File: config.mk
export PLATFORM = sky130hd
export DESIGN_NAME = dcache_ctrl
export DESIGN_NICKNAME = d
export VERILOG_FILES = /design/src/rtl/dcache_ctrl.sv
export SDC_FILE = /design/constraint.sdc
export NUM_CORES = 1
export LEC_CHECK = 0
export CAP_MARGIN = 40
export CORE_MARGIN = 5
export CORE_UTILIZATION = 47
export CTS_BUF_LIST = sky130_fd_sc_hd__clkbuf_4 sky130_fd_sc_hd__clkbuf_8
export CTS_CLUSTER_DIAMETER = 100
export DETAILED_ROUTE_END_ITERATION = 8
export PLACE_DENSITY = 0.8
export SETUP_SLACK_MARGIN = 0.05
export SYNTH_ARGS = -nofsm -noshare
export SYNTH_HDL_FRONTEND = slang
export SYNTH_SLANG_ARGS = --single-unit
File: constraint.sdc
create_clock -name clk -period 5.3 [get_ports clk]
set_clock_uncertainty 0.1 [all_clocks]
set_input_delay 0.795 -clock clk [delete_from_list [all_inputs] [get_ports clk]]
set_output_delay 0.795 -clock clk [all_outputs]
set_load 0.1 [all_outputs]
File: src/rtl/dcache_ctrl.sv
// Direct-mapped data cache sequencer: tag compare, 16-byte line refill on load miss, byte-wide write-through.
// Optional load hit/miss statistics are built when DCACHE_STATS_EN is defined.
module dcache_ctrl #(
  parameter int ADDR_WIDTH = 16,
  parameter int DATA_WIDTH = 32,
  parameter int TAG_WIDTH  = 8,
  parameter int SET_WIDTH  = 4,
  parameter int LINE_WIDTH = 137
) (
  input  logic                  clk,
  input  logic                  rst_n,
  input  logic                  req_valid,
  output logic                  req_ready,
  input  logic                  req_we,
  input  logic [ADDR_WIDTH-1:0] req_addr,
  input  logic [DATA_WIDTH-1:0] req_wdata,
  input  logic [1:0]            req_type,
  output logic                  resp_valid,
  output logic [DATA_WIDTH-1:0] resp_rdata,
  output logic [SET_WIDTH-1:0]  cache_idx,
  input  logic [LINE_WIDTH-1:0] cache_rline,
  output logic                  cache_we,
  output logic [LINE_WIDTH-1:0] cache_wline,
  output logic [ADDR_WIDTH-1:0] mem_addr,
  output logic                  mem_re,
  input  logic [7:0]            mem_rdata,
  output logic                  mem_we,
  output logic [7:0]            mem_wdata,
  output logic [15:0]           hit_count,
  output logic [15:0]           miss_count
);

  localparam int OFF_WIDTH  = ADDR_WIDTH - TAG_WIDTH - SET_WIDTH;
  localparam int LINE_BYTES = 2**OFF_WIDTH;
  localparam int DATA_BITS  = 8 * LINE_BYTES;
  localparam int WOFF       = $clog2(DATA_WIDTH / 8);
  localparam int CNT_WIDTH  = (SET_WIDTH > OFF_WIDTH) ? SET_WIDTH : OFF_WIDTH;

  typedef enum logic [2:0] {S_INIT, S_IDLE, S_REFILL, S_FILL, S_WRITE} state_t;

  state_t                 state_q, state_d;
  logic [CNT_WIDTH-1:0]   cnt_q, cnt_d;
  logic [ADDR_WIDTH-1:0]  addr_q, addr_d;
  logic [DATA_WIDTH-1:0]  wdata_q, wdata_d;
  logic [1:0]             len_q, len_d;
  logic [DATA_BITS-9:0]   line_q, line_d;
  logic                   resp_valid_d;
  logic [DATA_WIDTH-1:0]  resp_rdata_d;

  logic [TAG_WIDTH-1:0]   req_tag;
  logic [SET_WIDTH-1:0]   req_set;
  logic                   hit;
  logic [ADDR_WIDTH-1:0]  st_addr;
  logic [1:0]             st_len;
  logic [DATA_BITS-1:0]   merged;
  logic [DATA_BITS-1:0]   fill_data;

  assign req_tag   = req_addr[ADDR_WIDTH-1 -: TAG_WIDTH];
  assign req_set   = req_addr[OFF_WIDTH +: SET_WIDTH];
  assign hit       = cache_rline[LINE_WIDTH-1] &&
                     (cache_rline[LINE_WIDTH-2 -: TAG_WIDTH] == req_tag);
  assign fill_data = {mem_rdata, line_q};

  // Store alignment: st_len holds the byte count minus one.
  always_comb begin
    st_addr = req_addr;
    st_len  = 2'd3;
    unique case (req_type)
      2'b01:   st_len = 2'd0;
      2'b10: begin
        st_len     = 2'd1;
        st_addr[0] = 1'b0;
      end
      default: st_addr[1:0] = 2'b00;
    endcase
  end

  always_comb begin
    int unsigned off;
    off    = int'(st_addr[OFF_WIDTH-1:0]);
    merged = cache_rline[DATA_BITS-1:0];
    for (int unsigned j = 0; j < LINE_BYTES; j++) begin
      if (j >= off && j <= off + int'(st_len))
        merged[8*j +: 8] = req_wdata[8*(j-off) +: 8];
    end
  end

  always_ff @(posedge clk or negedge rst_n) begin
    if (!rst_n) begin
      state_q    <= S_INIT;
      cnt_q      <= '0;
      addr_q     <= '0;
      wdata_q    <= '0;
      len_q      <= '0;
      line_q     <= '0;
      resp_valid <= 1'b0;
      resp_rdata <= '0;
    end else begin
      state_q    <= state_d;
      cnt_q      <= cnt_d;
      addr_q     <= addr_d;
      wdata_q    <= wdata_d;
      len_q      <= len_d;
      line_q     <= line_d;
      resp_valid <= resp_valid_d;
      resp_rdata <= resp_rdata_d;
    end
  end

  // Strobes are decoded from state, so they are also gated by rst_n to drop at once on reset.
  always_comb begin
    state_d      = state_q;
    cnt_d        = cnt_q;
    addr_d       = addr_q;
    wdata_d      = wdata_q;
    len_d        = len_q;
    line_d       = line_q;
    resp_valid_d = 1'b0;
    resp_rdata_d = '0;
    req_ready    = 1'b0;
    cache_idx    = '0;
    cache_we     = 1'b0;
    cache_wline  = '0;
    mem_addr     = '0;
    mem_re       = 1'b0;
    mem_we       = 1'b0;
    mem_wdata    = '0;
    if (rst_n) begin
      unique case (state_q)
        S_INIT: begin
          cache_we  = 1'b1;
          cache_idx = cnt_q[SET_WIDTH-1:0];
          if (cnt_q == CNT_WIDTH'(2**SET_WIDTH - 1)) begin
            cnt_d   = '0;
            state_d = S_IDLE;
          end else begin
            cnt_d = cnt_q + CNT_WIDTH'(1);
          end
        end
        S_IDLE: begin
          req_ready = 1'b1;
          cache_idx = req_set;
          if (req_valid) begin
            if (!req_we) begin
              if (hit) begin
                resp_valid_d = 1'b1;
                resp_rdata_d = cache_rline[DATA_WIDTH*int'(req_addr[WOFF +: OFF_WIDTH-WOFF]) +: DATA_WIDTH];
              end else begin
                addr_d  = req_addr;
                cnt_d   = '0;
                state_d = S_REFILL;
              end
            end else begin
              if (hit) begin
                cache_we    = 1'b1;
                cache_wline = {cache_rline[LINE_WIDTH-1 -: 1+TAG_WIDTH], merged};
              end
              addr_d  = st_addr;
              wdata_d = req_wdata;
              len_d   = st_len;
              cnt_d   = '0;
              state_d = S_WRITE;
            end
          end
        end
        S_REFILL: begin
          mem_re   = 1'b1;
          mem_addr = {addr_q[ADDR_WIDTH-1:OFF_WIDTH], cnt_q[OFF_WIDTH-1:0]};
          if (cnt_q != '0)
            line_d[8*(int'(cnt_q)-1) +: 8] = mem_rdata;
          if (cnt_q == CNT_WIDTH'(LINE_BYTES - 1)) begin
            cnt_d   = '0;
            state_d = S_FILL;
          end else begin
            cnt_d = cnt_q + CNT_WIDTH'(1);
          end
        end
        S_FILL: begin
          cache_we     = 1'b1;
          cache_idx    = addr_q[OFF_WIDTH +: SET_WIDTH];
          cache_wline  = {1'b1, addr_q[ADDR_WIDTH-1 -: TAG_WIDTH], fill_data};
          resp_valid_d = 1'b1;
          resp_rdata_d = fill_data[DATA_WIDTH*int'(addr_q[WOFF +: OFF_WIDTH-WOFF]) +: DATA_WIDTH];
          state_d      = S_IDLE;
        end
        S_WRITE: begin
          mem_we    = 1'b1;
          mem_addr  = addr_q + ADDR_WIDTH'(cnt_q);
          mem_wdata = wdata_q[8*int'(cnt_q[1:0]) +: 8];
          if (cnt_q == CNT_WIDTH'(len_q)) begin
            cnt_d        = '0;
            resp_valid_d = 1'b1;
            state_d      = S_IDLE;
          end else begin
            cnt_d = cnt_q + CNT_WIDTH'(1);
          end
        end
        default: state_d = S_INIT;
      endcase
    end
  end

`ifdef DCACHE_STATS_EN
  logic        ld_acc;
  logic [15:0] hit_q, miss_q;

  assign ld_acc = (state_q == S_IDLE) && req_valid && !req_we;

  always_ff @(posedge clk or negedge rst_n) begin
    if (!rst_n) begin
      hit_q  <= '0;
      miss_q <= '0;
    end else if (ld_acc) begin
      if (hit && hit_q != '1)
        hit_q <= hit_q + 16'd1;
      if (!hit && miss_q != '1)
        miss_q <= miss_q + 16'd1;
    end
  end

  assign hit_count  = hit_q;
  assign miss_count = miss_q;
`else
  assign hit_count  = '0;
  assign miss_count = '0;
`endif

endmodule

==> results of run 1 <==
-- synthesized netlist by cell type, types with 38 or more instances --
cell type,instances
dfrtp_1,210
a21oi_1,45
nand2_1,226
mux2i_1,65
ha_1,38
inv_1,54
a22oi_1,52
clkbuf_1,98
nor2_1,77
a31oi_1,94
o21ai_0,201
mux2_2,72
mux4_2,72
and2_1,69
-- sequential cells by signal (all words and copies together) (netlist names) --
register	count
line_q	120
resp_rdata	32
wdata_q	32
addr_q	16
cnt_q	4
state_q	3
len_q	2
resp_valid	1
-- cell families (layout without fill, tap and decap cells) --
family                   count (synthesis)  after routing  share of synthesized area (%)
other                                    1             34                         0.0222
XOR/XNOR                                21             21                           1.26
multiplexers                           225            225                           19.7
AND/OR/NAND/NOR                        562            562                           17.9
adder cells (fa/ha/maj)                 39             39                           2.94
AO/OA/AOI/OAI                          559            559                           21.0
flip-flops                             210            210                           31.1
buffers and inverters                  224            644                           6.05
-- power by group through the flow --
| stage | Combinational (uW) | Clock, uW | Sequential, uW |
|---|---|---|---|
| 2_1_floorplan | 2840 | 0 | 2020 |
| 3_3_place_gp | 3930 | 0 | 2060 |
| 3_5_place_dp | 4090 | 0 | 2080 |
| 4_1_cts | 4100 | 1680 | 2050 |
| 5_1_grt | 4370 | 1760 | 2080 |
| 6_report | 4180 | 1670 | 2060 |
-- critical path: cells and delay by family --
family,cells,cell delay (ns)
buf+inv,5,1.09
simple gates,2,0.71
compound gates,3,0.79
fa+ha+maj,3,0.78
-- final cells by class --
class / instances / area (sq um) / share of cell area (%)
Tap cell: 461 / 577 / 2.29
Inverter: 58 / 219 / 0.869
Clock buffer: 60 / 751 / 2.98
Clock inverter: 9 / 70.1 / 0.278
Sequential cell: 210 / 5260 / 20.9
Timing Repair Buffer: 517 / 6610 / 26.2
Antenna cell: 2 / 5.00 / 0.0199
Multi-Input combinational cell: 1438 / 11700 / 46.5
-- routing by layer --
metal / up-vias / global-route usage, %
met5: - / 0
met4: 4 / 18.5
met3: 304 / 9.58
met2: 1312 / 59.8
met1: 8805 / 44.6
li1: 7704 / -
-- layout by cell type, fill, tap and decap left out, drive strengths merged, types with 20 or more instances in the layout --
master / instances
a211oi: 23
a21oi: 45
a22oi: 52
a31oi: 94
a32oi: 25
and2: 69
buf: 288
clkbuf: 60
clkdlybuf4s50: 229
conb: 32
dfrtp: 210
ha: 38
inv: 56
mux2: 88
mux2i: 65
mux4: 72
nand2: 227
nand3: 29
nor2: 78
nor2b: 22
nor4: 42
o211ai: 20
o21ai: 225
-- path summary, 6_finish.rpt --
kind	from	to	slack [ns]	cells past startpoint
setup / recovery	req_type[0]	cache_wline[72]	0.20	13
hold / removal	rst_n	len_q[1]$_DFFE_PN0P_	0.03	1
setup reg to reg	cnt_q[1]$_DFFE_PN0P_	line_q[11]$_DFFE_PN0P_	0.58	10
hold reg to reg	wdata_q[17]$_DFFE_PN0P_	wdata_q[17]$_DFFE_PN0P_	0.37	2
max in group asynchronous	rst_n	resp_rdata[8]$_DFF_PN0_	3.38	3
min in group clk	wdata_q[17]$_DFFE_PN0P_	wdata_q[17]$_DFFE_PN0P_	0.37	2
-- repair_timing --
| action | in CTS | in global routing |
|---|---|---|
| endpoints found under the setup margin | 0 | 16 |
| buffers inserted | 0 | 1 |
| gates resized for setup | 0 | 1 |
-- per-stage QoR --
stage / total power (uW) / setup TNS, ns / util (%) / hold slack [ns]
2_1_floorplan: 4860 / -0.521 / - / 0.340
3_3_place_gp: 5990 / 0 / 66.2 / 0.353
3_5_place_dp: 6160 / 0 / 68.6 / 0.359
4_1_cts: 7830 / 0 / 71.0 / 0.0209
5_1_grt: 8210 / 0 / 71.0 / 0.0376
6_report: 7910 / 0 / 71.0 / 0.0342
==> impl_metrics.tcl, run 1 <==
set metrics [dict create \
    status "complete, no violations" \
    fin_crit_sh_pct 96.3 \
    drc 0 \
    period_needed_ns 5.10 \
    avgSynthCellArea_sq_um 9.17 \
    wl_per_cell_microns 27.2 \
    cts_buffers 39 \
    cp.arrival_ns 4.21 \
    rows 69 \
    end_kind "output port" \
    initial_core_util_pct 47.6 \
    crit_fanout 16 \
    relSlewSlack_pct 33.9 \
    synth_cells 1841 \
    post-route-cell-area_sq_mm 0.0252 \
    ys_types 89 \
    tritoncts "built" \
    synth_top_area_share_pct 31.1 \
    via_per_inst 6.58 \
    highest_layer "met5" \
    cts_max_level 2 \
    routed-wl-met2_microns 35600 \
    clockBufferDepth 3 \
    cts.sinks 210 \
    comb_power_share_pct 52.8 \
    drv_slew 0 \
    synth-seq-cells 210 \
    finalHoldViolations 0 \
    p_leak_uw 0.0102 \
    ctsHoldBuffers 0 \
    num-fill-cells 2572 \
    route.met3.wl_microns 8080 \
    yosysTopAreaCell "dfrtp_1" \
    antenna_found_initial 2 \
    place_inst 2683 \
    hpwl_microns 56800 \
    grt_max_degree 66 \
    nets 2502 \
    rsz0062_at_grt "no" \
    pwr-share-clk_pct 21.2 \
    routed_wl_microns 75000 \
    vias 18100 \
    finalSetupViolations 0 \
    grt_usage_pct 36.5 \
    p_per_area_mw_per_mm2 314 \
    area_delta_synth_final_pct 49.3 \
    crit_path_top_delay_cell "or4b_1" \
    max_stage_delay_ns 0.52 \
    die_area_sq_mm 0.0398 \
    tightest_slew_ns 0.990 \
    grt_pass1_vias 18700 \
    crit_chain "clkdlybuf4s50_1, ha_1, nand2_4, clkinv_2, ha_2, ha_4, inv_1, a21boi_1, o211ai_1, or4b_1, buf_4, o21ai_4, buf_12" \
    die_h_microns 199 \
    portBuffers 400 \
    critPathKind "in -> out" \
    ir_drop_uv 370 \
    synthArstFlopShare_pct 100 \
    fin_cells 2755 \
    synthTopCellsByArea "dfrtp_1 31%, mux4_2 9.6%, o21ai_0 6.0%" \
    p_sw_share_pct 47.7 \
    die_w_microns 199 \
    antenna_left 0 \
    drive_above_1_share_pct 29.7 \
    yosysSeqAreaShare_pct 31.1 \
    grt_pass1_wl_microns 112000 \
    synth_ff_type "dfrtp_1" \
    drt-met1-wl_microns 26900 \
    setup_slack_ns 0.197 \
    p_int_uw 4140 \
    fmax_mhz 196 \
    drt_pre_antenna_iters 6 \
    p_switching_uw 3780 \
    post_dp_cell_area_sq_mm 0.0244 \
    ys_warn_count 0 \
    worstHoldPathType "in -> async" \
    worstSkewPairLatency_ns 0.55 \
    place_ws_ns 0.184 \
    drt-initial-drc-count 1800 \
    startpoint_type "input port" \
    syn-cell-area_sq_mm 0.0169 \
    power.share.sequential_pct 26.0 \
    max_cap_viol_count 0 \
    place.gp.congestion 0.971 \
    io_pins 433 \
    core-area_sq_mm 0.0355 \
    synth-edff-count 0 \
    overflow 0 \
    clk_pin_slew_ns 0.06 \
    worstPathRequired_ns 4.41 \
    cts_root_buffer "clkbuf_8" \
]
No activity file was read; power rests on OpenSTA's default activity.
==> run 2, diff against run 1 <==
--- a/config.mk
+++ b/config.mk
@@ -7,11 +7,10 @@
 export LEC_CHECK = 0
 export CAP_MARGIN = 40
 export CORE_MARGIN = 5
-export CORE_UTILIZATION = 47
+export CORE_UTILIZATION = 30
 export CTS_BUF_LIST = sky130_fd_sc_hd__clkbuf_4 sky130_fd_sc_hd__clkbuf_8
 export CTS_CLUSTER_DIAMETER = 100
 export DETAILED_ROUTE_END_ITERATION = 8
-export PLACE_DENSITY = 0.8
 export SETUP_SLACK_MARGIN = 0.05
 export SYNTH_ARGS = -nofsm -noshare
 export SYNTH_HDL_FRONTEND = slang
==> impl_metrics.tcl, run 2 (synthesized netlist as in run 1, its figures left out) <==
set metrics [dict create \
    status "complete, no violations" \
    end_kind "output port" \
    grt_pass1_vias 18200 \
    top_register "line_q" \
    largest_reg_flops 120 \
    via_per_inst 5.81 \
    grt_max_degree 129 \
    cp.arrival_ns 4.19 \
    rsz0062_at_grt "no" \
    cp_num_cells 13 \
    crit_chain "clkdlybuf4s50_1, inv_1, ha_1, buf_4, or2_2, ha_4, or2_2, o21ai_0, a31o_2, or4b_1, buf_4, o21ai_4, buf_12" \
    die_w_microns 247 \
    finalPower_uw 8080 \
    vias 17800 \
    post_dp_cell_area_sq_mm 0.0247 \
    fin_crit_sh_pct 96.0 \
    cts_max_level 2 \
    worstSkewPairLatency_ns 0.60 \
    drt_pre_antenna_iters 5 \
    r2r.worst_path.cells 10 \
    cp-startpoint "req_type[1]" \
    fin_tns_setup_ns 0 \
    crit_fanout 13 \
    routed_wl_microns 80900 \
    overflow 0 \
    max_cap_viol_count 0 \
    period_needed_ns 5.09 \
    nets 2509 \
    ir_drop_uv 233 \
    drt-initial-drc-count 1756 \
    max_stage_delay_ns 0.53 \
    drc 0 \
    worstHoldPathType "reg -> reg" \
    cp_top_family "buffers and inverters" \
    worstHoldStart "wdata_q[0]$_DFFE_PN0P_" \
    core-area_sq_mm 0.0561 \
    cts.sinks 210 \
    antenna_found_initial 6 \
    antenna_left 0 \
    clk_pin_slew_ns 0.05 \
    biggestRegsByFlops "line_q (120), resp_rdata (32), wdata_q (32)" \
    r2r_setup_slack_ns 0.62 \
    die_h_microns 247 \
    holdWs_ns 0.368 \
    r2r_end "line_q[10]$_DFFE_PN0P_" \
    tritoncts "built" \
    fmax_mhz 196 \
    regArea_sq_mm 0.00526 \
    place.gp.congestion 0.937 \
    p_per_area_mw_per_mm2 315 \
    io_pins 433 \
    num-fill-cells 5216 \
    cp-endpoint "cache_wline[40]" \
    relSlewSlack_pct 39.1 \
    drive_above_1_share_pct 29.9 \
    clockBufferDepth 3 \
    wl_per_cell_microns 26.5 \
    final_cell_mix "228 x clkdlybuf4s50_1, 225 x nand2_1, 209 x dfrtp_1" \
    worstPathRequired_ns 4.41 \
    place_inst 2981 \
    die_area_sq_mm 0.0611 \
    area_delta_synth_final_pct 51.9 \
    critPathBufInv 5 \
    hpwl_microns 61700 \
    startpoint_type "input port" \
    grt_usage_pct 25.5 \
    multi_input_area_sq_mm 0.0117 \
    drv_slew 0 \
    tightest_slew_ns 0.912 \
    p_leak_uw 0.0102 \
    finalHoldViolations 0 \
    final_common_cell "clkdlybuf4s50_1" \
    cts_root_buffer "clkbuf_8" \
    post-route-cell-area_sq_mm 0.0256 \
    cts_buffers 41 \
    finalSetupViolations 0 \
    grt_pass1_wl_microns 119000 \
    initial_core_util_pct 30.1 \
    r2r_start "cnt_q[0]$_DFFE_PN0P_" \
    fin_cells 3059 \
    rows 87 \
    critPathKind "in -> out" \
    crit_path_top_delay_cell "or4b_1" \
    portBuffers 400 \
]
## run 2: cell count changes in the layout (fill, tap and decap cells not counted), moves of 2 or more
cell,change
clkbuf_4,-2
clkbuf_8,+5
buf_16,-6
buf_12,+4
clkinvlp_4,+2
buf_8,+5
## run 2: area by class of cell
class,instances,share of cell area (%)
multi-input cells,1438,45.6
diodes,2,0.0195
well taps,756,3.69
inverters,58,0.854
repair buffers,522,25.8
clock inverters,10,0.312
flip-flops and latches,210,20.5
clock buffers,63,3.14
## run 2: how the worst min path moves through the flow
| stage | end | slack (ns) | cells after the start |
|---|---|---|---|
| after floorplan | wdata_q[16]$_DFFE_PN0P_ | 0.34 | 2 |
| after global placement | wdata_q[3]$_DFFE_PN0P_ | 0.35 | 2 |
| after CTS | wdata_q[25]$_DFFE_PN0P_ | 0.37 | 2 |
| after detailed placement | wdata_q[25]$_DFFE_PN0P_ | 0.36 | 2 |
| final | wdata_q[0]$_DFFE_PN0P_ | 0.37 | 2 |
| after global routing | wdata_q[7]$_DFFE_PN0P_ | 0.39 | 2 |
## run 2: power by group
group	switching (uW)	internal (uW)	leakage (uW)	total, uW
Sequential	240	1820	0.00272	2060
Combinational	2820	1400	0.00703	4220
Clock	779	1020	0.000469	1790
Total	3840	4240	0.0102	8080
## run 2: metrics by stage
| step | setup slack [ns] | utilization (%) |
|---|---|---|
| 3_5_place_dp | 0.179 | 44.1 |
| 6_report | 0.211 | 45.7 |
| 4_1_cts | 0.163 | 45.7 |
| 3_3_place_gp | 0.226 | 42.7 |
| 2_1_floorplan | -0.260 | - |
| 5_1_grt | 0.106 | 45.7 |
## run 2: worst register-to-register path, delay by kind of cell, from the launching register on
family	cells	cell delay, ns
adders and majority gates	2	0.81
and+or+nand+nor	6	2.80
muxes	1	0.42
buffers and inverters	1	0.07
DFF	1	0.35
## run 2: metal layers
layer | share of wire (%) | vias up | global-route usage [%]
met2 | 49 | 979 | 43.4
met3 | 8.4 | 206 | 5.86
met4 | 4.0 | 8 | 9.64
met5 | 0.068 | - | 0
li1 | - | 7739 | -
met1 | 38 | 8838 | 31.5
## run 2: what timing repair did
item	4_1_cts	5_1_grt
hold endpoints to repair	18	0
endpoints found under the setup margin	0	16
setup buffers	0	2
hold buffers	1	0
gates resized for setup	0	1
